### src/rtl/collision_detection.sv
// collision_detection
//
// Per-frame collision checker for the paddle/ball game datapath. Compares the
// ball centre against the paddle's vertical hitbox and against the floor line.
// It produces registered contact levels, one-cycle onset pulses and
// saturating onset counters.
//
// There is no handshake and no enable. Inputs are sampled on every rising
// clk edge, and every output updates one cycle after its inputs change.
//
// Ports:
//   clk                 system clock, all state on the rising edge
//   reset               synchronous, active-high; clears every output
//   paddleX, paddleY    paddle centre (unsigned pixels)
//   ballX, ballY        ball centre (unsigned pixels)
//   ballTouchingPaddle  registered paddle-contact level
//   ballTouchingFloor   registered floor-contact level
//   paddleHitPulse      high for the first cycle of paddle contact
//   floorHitPulse       high for the first cycle of floor contact
//   paddleHitCount      paddle-contact onsets, saturating at all-ones
//   floorHitCount       floor-contact onsets, saturating at all-ones
module collision_detection #(
  parameter int BIT_WIDTH     = 10,
  parameter int BALL_RADIUS   = 5,
  parameter int PADDLE_RADIUS = 20,
  parameter int FLOOR_Y       = 479,
  parameter int COUNT_WIDTH   = 8
) (
  input  logic                   clk,
  input  logic                   reset,
  input  logic [BIT_WIDTH-1:0]   paddleX,
  input  logic [BIT_WIDTH-1:0]   paddleY,
  input  logic [BIT_WIDTH-1:0]   ballX,
  input  logic [BIT_WIDTH-1:0]   ballY,
  output logic                   ballTouchingPaddle,
  output logic                   ballTouchingFloor,
  output logic                   paddleHitPulse,
  output logic                   floorHitPulse,
  output logic [COUNT_WIDTH-1:0] paddleHitCount,
  output logic [COUNT_WIDTH-1:0] floorHitCount
);

  // All vertical arithmetic is done one bit wider than the coordinates.
  // This keeps the hitbox top and the floor comparison from ever wrapping.
  localparam int EW = BIT_WIDTH + 1;
  localparam logic [EW-1:0] PADDLE_R = EW'(PADDLE_RADIUS);
  localparam logic [EW-1:0] BALL_R   = EW'(BALL_RADIUS);
  localparam logic [EW-1:0] FLOOR_W  = EW'(FLOOR_Y);
  localparam logic [COUNT_WIDTH-1:0] COUNT_MAX = '1;

  logic [EW-1:0] ballYWide;
  logic [EW-1:0] paddleYWide;
  logic [EW-1:0] paddleHi;
  logic [EW-1:0] paddleLo;
  logic          paddleTerm;
  logic          floorTerm;

  always_comb begin
    ballYWide   = {1'b0, ballY};
    paddleYWide = {1'b0, paddleY};
    paddleHi    = paddleYWide + PADDLE_R;
    // Clamp the bottom of the hitbox at row 0 instead of letting it underflow.
    paddleLo    = (paddleYWide < PADDLE_R) ? '0 : (paddleYWide - PADDLE_R);
    paddleTerm  = (ballX == paddleX) && (ballYWide >= paddleLo) &&
                  (ballYWide <= paddleHi);
    // The range guard comes first, so the subtraction is only used when it
    // cannot go negative. A ball at rows 0..BALL_RADIUS-1 is never on the floor.
    floorTerm   = (ballYWide >= BALL_R) && ((ballYWide - BALL_R) == FLOOR_W);
  end

  always_ff @(posedge clk) begin
    if (reset) begin
      ballTouchingPaddle <= 1'b0;
      ballTouchingFloor  <= 1'b0;
      paddleHitPulse     <= 1'b0;
      floorHitPulse      <= 1'b0;
      paddleHitCount     <= '0;
      floorHitCount      <= '0;
    end else begin
      ballTouchingPaddle <= paddleTerm;
      ballTouchingFloor  <= floorTerm;
      // An onset is a new contact while the registered level is still low.
      // The pulse therefore lines up with the first cycle the level is high.
      paddleHitPulse     <= paddleTerm && !ballTouchingPaddle;
      floorHitPulse      <= floorTerm && !ballTouchingFloor;
      if (paddleTerm && !ballTouchingPaddle && (paddleHitCount != COUNT_MAX))
        paddleHitCount <= paddleHitCount + 1'b1;
      if (floorTerm && !ballTouchingFloor && (floorHitCount != COUNT_MAX))
        floorHitCount <= floorHitCount + 1'b1;
    end
  end

endmodule

### config.mk
export PLATFORM = sky130hd
export DESIGN_NAME = collision_detection
export DESIGN_NICKNAME = d
export VERILOG_FILES = /design/src/rtl/collision_detection.sv
export SDC_FILE = /design/constraint.sdc
export NUM_CORES = 1
export LEC_CHECK = 0
export CAP_MARGIN = 10
export CORE_ASPECT_RATIO = 0.8
export CORE_UTILIZATION = 41
export DETAILED_ROUTE_END_ITERATION = 12
export PLACE_DENSITY = 0.78
export SYNTH_ARGS = -nofsm -noshare
export SYNTH_HDL_FRONTEND = slang
export SYNTH_SLANG_ARGS = --single-unit
### constraint.sdc
create_clock -name clk -period 3.6 [get_ports clk]
set_clock_uncertainty 0.1 [all_clocks]
set_input_delay 0.9 -clock clk [delete_from_list [all_inputs] [get_ports clk]]
set_output_delay 0.9 -clock clk [all_outputs]
set_load 0.02 [all_outputs]
After elaboration in Yosys (flattened, before gate mapping)
Index checks and enable logic that the tools add are counted.
{ "classes": {"add_sub_neg": 5, "order_cmp": 4, "eq_ne": 4, "n_mux": 1, "n_reduce_logical": 9} }
{ "op_table": {"columns": ["operator", "count"], "rows": [
  ["adder 8 x 1 -> 8 bit (second input constant)", 2],
  ["!= test 8 bit (second input constant)", 2],
  ["adder 10 x 5 -> 11 bit (second input constant)", 1],
  ["equality test 11 x 9 -> 1 bit (second input constant)", 1],
  ["greater-or-equal comparator 10 x 11 -> 1 bit", 1],
  ["<= comparator 10 x 11 -> 1 bit", 1],
  ["2-to-1 mux 11 bit", 1],
  ["subtractor 10 x 3 -> 11 bit (second input constant)", 1],
  ["subtractor 10 x 5 -> 11 bit (second input constant)", 1],
  ["equality test 10 bit", 1],
  ["greater-or-equal comparator 10 x 3 -> 1 bit (second input constant)", 1],
  ["< comparator 10 x 5 -> 1 bit (second input constant)", 1],
  ["logical AND 1 bit", 7],
  ["logical NOT 1 bit", 2]
]} }
{ "word_totals": {"regBits": 20, "input_bits": 42, "output_inout_bits": 20, "word_cells": 29} }

Longest topological paths before layout
{ "logic_depth": {"depth_word": 7, "ltp_mapped": 15, "ltp_nobuf": 13} }

Least setup slack after synthesis
OpenSTA, ideal clock, no wires.
{ "synth_timing": {"kind": "input-to-reg", "from": "input paddleY[4]", "to": "register paddleHitCount[0]", "setup_ns": 0.123, "arrival_time_ns": 3.315, "slack_ns": 0.062, "stages": 15, "path_buffers": 2, "cell_sequence": "buf_2 -> o21ai_0 -> nand2_1 -> nor2_1 -> nand2_1 -> and2_1 -> ha_1 -> nand2b_1 -> a211oi_1 -> o21ai_0 -> a41o_1 -> nand3_1 -> buf_2 -> nor2_1 -> mux2_1"} }
{ "synth_via": {"elab_chain_len": 7, "word_cells_on_any_way": 10} }
{ "synth_rtl": {"columns": ["element", "line_no", "source"], "rows": [
  ["start: declaration", "32", "input logic [BIT_WIDTH-1:0] paddleY,"],
  ["subtractor 10 x 5 -> 11 bit / < comparator 10 x 5 -> 1 bit (equally long branches)", "63", "paddleLo = (paddleYWide < PADDLE_R) ? '0 : (paddleYWide - PADDLE_R);"],
  ["2-to-1 mux 11 bit", "63", null],
  ["greater-or-equal comparator 10 x 11 -> 1 bit", "64", "paddleTerm = (ballX == paddleX) && (ballYWide >= paddleLo) &&"],
  ["logical AND 1 bit", "64", null],
  ["logical AND 1 bit (*)", "64", null],
  ["logical AND 1 bit (*) (2 in series)", "86", "if (paddleTerm && !ballTouchingPaddle && (paddleHitCount != COUNT_MAX))"],
  ["end signal: assignment", "87", "paddleHitCount <= paddleHitCount + 1'b1;"],
  ["end: declaration", "39", "output logic [COUNT_WIDTH-1:0] paddleHitCount,"]
]} }
Mark *: on every way between the ends. The rest lies on a longest branch, timed or not.
A chain may end at the register's enable or synchronous reset.

Final worst setup path
{ "layout_timing": {"from": "input paddleY[3]", "to": "register paddleHitCount[6]"} }
The elaborated chain is that of the path after synthesis.

==> reports/results.ini <==
[floorplanning]
initial_core_util_pct=44.20
fp.dieArea_um2=4502
fp-row-count=20
core_area_um2=3929
die_h_um=60.21
io_pins=62
die_width_um=74.77

[logic_synthesis]
synth_fp_nets=276
synth-seq-cells=20
ys_seq_area_share_pct=23.05
async_flop_share_pct=0
synth-edff-count=0
synthesis.area_um2=1737
ys_warn_count=0
synth_ff_type=dfxtp_1
avgSynthCellArea_um2=8.270
ys_types=42
syn_inst=210

[clock_network]
clk_path_buf_depth=2
cts_htree_levels=1
clock_sinks=20
cts_tree=yes
clkSlewWorstSetupHoldPaths_ns=0.07
postCtsHoldBufs=0
numCtsBuffers=3
clock_latency_ns=0.26
clockRootBuffer=clkbuf_8

[critical_path]
slowest_delay_ns=0.50
start_kind=input port
worst_path_max_delay_cell=or4_4
crit_buf_inv=1
crit_arrival_ns=3.56
cp_top_family=compound AO/OA/AOI/OAI gates
endpoint_kind=flop
crit_fanout=7
criticalPathCategory=in2reg
worstPathCellList=clkdlybuf4s15_2, ha_2, o2111a_2, xnor2_2, ha_1, a211o_1, a21oi_2, o21ai_2, o221ai_2, nand3_4, or4_4, a211oi_2
cp_data_required_time_ns=3.67

[power_and_ir_drop]
pwr-share-seq_pct=35.3
combPwrFrac_pct=29.3
p_int_uw=470.7
p_leak_uw=0.001121
p_switching_uw=156.3
p_clk_share_pct=35.5
power_density_nw_per_um2=231.7
p_sw_share_pct=24.93
ir_drop_mv=0.1957

[timing]
setup_slack_ns=0.1074
max_freq_mhz=286.3
worst_pin_slew_ns=0.7822
period_minus_slack_ns=3.493
relSlewSlack_pct=47.69
hold_violations=0
min_period_over_period_pct=97.02
timing.setup.tns_ns=0
setup_viol=0
slew_violations=0

[run]
drv_cap=0

[routing]
wl_um=4299
drtIter0Drc=58
detail-route-antenna-nets=0
drc_errors=0
routed-via-count=1783
first_pass_iters=4
wl_per_cell_um=12.46
routed_via_density=5.168

[placed_design]
dp_slack_ns=-0.6752
hpwl_um=3459
port_buffers=61
gp_routability_congestion=0.9596
dp_cells=337

[cells_and_area]
area_growth_pct=55.84
drive_above_1_share_pct=17.93
nNetsFinal=357
multi_input_area_um2=1350
fin_cells=345
nFillCells=328
seqCellArea_um2=400.4
n_antenna_cell=0

[grt]
grt_pass1_wl_um=7293
grt_max_degree=25
overflow=0
grt_usage_pct=20.91
grt_pass1_vias=1724
antenna_found_initial=0

[run_status]
outcome=finished clean

[hold_path]
hold_path_class=reg2reg

-- path summary, 6_finish.rpt --
path                           from                 to  slack (ns)  depth (start not counted)
setup / recovery         paddleY[3]  paddleHitCount[6]        0.11                         12
hold / removal     floorHitCount[7]   floorHitCount[7]        0.41                          2
setup reg to reg  paddleHitCount[0]  paddleHitCount[7]        1.43                          7
hold reg to reg    floorHitCount[7]   floorHitCount[7]        0.41                          2
-- cells in the final DEF, fill, tap and decap left out, types with 3 or more instances in the layout --
cell	instances
nor4_2	3
nor2b_1	4
nand3_1	6
xnor2_1	3
ha_1	22
buf_4	22
nand2_1	17
nand2b_1	3
nor2_1	20
dfxtp_1	20
inv_1	9
xor2_1	21
nor3_1	5
dlygate4sd2_1	4
clkdlybuf4s50_1	55
mux2_1	3
clkbuf_8	3
nand4_1	5
a21oi_1	9
o21ai_0	5
-- timing repair --
item / 4_1_cts / 5_1_grt
resized for setup: 19 / 17
setup endpoints to repair: 10 / 8
setup buffers: 3 / 1
pin swaps: 9 / 8
-- per-stage QoR --
| step | cell area, um2 | utilization, % | power (uW) | hold WS [ns] |
|---|---|---|---|---|
| 3_5_place_dp | 2512 | 63.95 | 397.6 | 0.3905 |
| 5_1_grt | 2706 | 68.89 | 665.2 | 0.4388 |
| 4_1_cts | 2643 | 67.26 | 622.8 | 0.4135 |
| 3_3_place_gp | 2512 | 63.95 | 392.9 | 0.3706 |
| 6_report | 2706 | 68.89 | 627.0 | 0.4129 |
| 2_1_floorplan | 1737 | - | 313.2 | 0.4381 |
-- routing by layer --
metal	GRT usage, %	wire (um)	up-vias
li1	-	-	914
met1	27.27	2031	805
met2	36.16	1977	60
met3	4.553	252	4
met4	2.695	37	0
met5	0	0	-
-- sequential cells by signal, summed over array words and instances (netlist names) --
register / cells
floorHitCount: 8
paddleHitCount: 8
ballTouchingFloor: 1
ballTouchingPaddle: 1
floorHitPulse: 1
paddleHitPulse: 1
-- Yosys cell counts (5+ instances only) --
cell type,number,area share (%)
inv_1,10,2.2
nor2_1,21,4.5
ha_1,24,17
a21oi_1,10,2.9
nand4_1,5,1.8
dfxtp_1,20,23
xor2_1,21,11
o21ai_0,8,2.3
nor2b_1,5,1.8
nand3_1,7,2.0
nor3_1,6,1.7
nand2_1,17,3.7
-- tightest hold or removal path, cell delays in order (launching register included) --
cell     delay [ns]
dfxtp_1        0.34
o21ai_0        0.08
a21oi_1        0.06
-- cell families after synthesis --
family,after synthesis,share of synthesized area (%)
xor+xnor,25,12.61
buf+inv,18,4.827
fa+ha+maj,24,17.29
compound gates,37,14.19
mux,5,3.098
simple gates,81,24.93
flops,20,23.05
-- final cells by class --
type	instances	share of cell area, %
multi-input cells	172	49.88
flip-flops and latches	20	14.79
well taps	55	2.543
inverters	10	1.387
repair buffers	84	28.76
clock inverters	1	1.110
clock buffers	3	1.526
-- power by group through the flow --
stage               registers, uW  logic, uW  clock network [uW]
CTS                           221        174                 228
global placement              226        167                   0
detailed placement            226        171                   0
finish                        221        184                 222
global route                  221        206                 239
floorplan                     226       86.8                   0
No activity file was read; power rests on OpenSTA's default activity.
==> edit (config.mk and constraints unchanged) <==
Set the parameter `BIT_WIDTH` to 20 (it was 10).
--- a/src/rtl/collision_detection.sv
+++ b/src/rtl/collision_detection.sv
@@ -20,7 +20,7 @@
 //   paddleHitCount      paddle-contact onsets, saturating at all-ones
 //   floorHitCount       floor-contact onsets, saturating at all-ones
 module collision_detection #(
-  parameter int BIT_WIDTH     = 10,
+  parameter int BIT_WIDTH     = 20,
   parameter int BALL_RADIUS   = 5,
   parameter int PADDLE_RADIUS = 20,
   parameter int FLOOR_Y       = 479,
Ports: changed (resized ballX, ballY, paddleX and paddleY); port bits go from 62 to 102. No check against the original RTL was run, so the function may have changed too.
==> edit against the original RTL <==
- the flow now finishes with violations (setup timing)
- design area is 78% higher
- routed wire length rose by 140%
- synthesized area is 65% higher
- critical endpoint is now paddleHitCount[0]
- first-iteration DRC count increased to 6.1 times the old value
- sequential cell count unchanged
- highest routed layer unchanged
- sequential power about the same
- power rose by 37%
- largest cell class unchanged
- setup slack got worse by 1000 ps
==> edit: results (changes against the original RTL) <==
stage	metric	value	unit	change
global_route	grt_util_all_layers	25.50	%	+4.6 points
worst_setup_path	regToRegSetupSlack	1320	ps	-110 ps
power_and_ir_drop	p_sw	0.0002696	W	+73%
place	place_congestion	0.8816		-8.1%
power_and_ir_drop	comb-power	0.000408	W	+120%
worst_setup_path	cp_top_family	simple AND/OR/NAND/NOR gates		
power_and_ir_drop	power	0.0008597	W	+37%
synth	seq_area_frac_synth	13.96	%	-9.1 points
timing	holdWs	376.5	ps	-36.34 ps
synth	ys_warn_count	0		unchanged
synth	synthTopCellsByCount	44 x ha_1, 43 x nand2_1, 30 x nor2_1, 30 x xor2_1, 24 x xnor2_1		
routing	first_pass_iters	5		+1
global_route	grt_pass1_wl	15010	um	+110%
run_status	violations	setup timing		
cells_and_area	instances_no_fill	622		+80%
place	preCtsSetupSlack	-1598	ps	-923.2 ps
routing	vias_per_cell	5.768		+12%
global_route	first_global_vias	3229		+87%
power_and_ir_drop	power_leakage	1.962	nW	+75%
synth	synth.area.top_cells	ha_1 19%, dfxtp_1 14%, xor2_1 9.2%		
clock_network	postCtsResizedCells	26		+7
global_route	use_met1	35.92	%	+8.6 points
synth	syn_inst	376		+79%
global_route	grt_use_met2	42.07	%	+5.9 points
routing	drtIter0Drc	353		+510%
cells_and_area	area_delta_synth_final	67.90	%	
timing	worst_pin_slew	869.5	ps	+87.39 ps
worst_setup_path	arrival	4570	ps	+1010 ps
run_status	status	finished with violations		
worst_setup_path	cp_max_fo	6		-1
place	dp_hpwl	7515	um	+120%
place	dp.cells	604		+79%
synth	syn_nets	502		+82%
min_path	min-delay-start	ballTouchingFloor		
place	dpl_cell_area	4390	um^2	+75%
clock_network	cts_setup_buffers	5		+2
cells_and_area	drive_gt1_share	24.54	%	+6.6 points
worst_setup_path	startpoint	paddleY[9]		
timing	fin_ws	-916.9	ps	-1024 ps
floorplanning	die_w	95.53	um	+28%
power_and_ir_drop	ir_drop	0.1037	mV	-47%
worst_setup_path	max_stage_delay	430	ps	-70 ps
cells_and_area	final_nets	665		+86%
synth	synth_cell_type_count	50		+19%
timing	setup_viol	10		+10
timing	final.setup.tns	-8452	ps	-8452 ps
routing	drt-total-wl	10160	um	+140%
global_route	grt_use_met3	2.679	%	-1.9 points
-- edit: cell type report --
cell class / count / area share [%]
clock buffer: 3 / 0.8571
timing repair buffer: 173 / 32.70
inverter: 11 / 0.8571
sequential: 20 / 8.312
tap: 84 / 2.182
clock inverter: 1 / 0.6234
multi-input combinational: 330 / 54.47
-- edit: routing by layer --
layer,up-vias,share of wire [%],wire length (um)
met3,27,7.7,779
met5,-,0,0
li1,1697,-,-
met2,173,49,4944
met4,0,2.0,200
met1,1691,42,4236
-- edit: final timing paths --
check,endpoint,cells past startpoint
setup / recovery,paddleHitCount[0],17
hold / removal,floorHitPulse,1
setup reg to reg,paddleHitCount[4],7
hold reg to reg,floorHitPulse,1
-- edit: cell families after synthesis --
family	Yosys count	share of synthesized area (%)
AND/OR/NAND/NOR	166	30.31
AO/OA/AOI/OAI	61	14.22
XOR/XNOR	54	16.48
adder cells (fa/ha/maj)	44	19.19
buffers and inverters	27	4.186
flip-flops	20	13.96
multiplexers	4	1.657
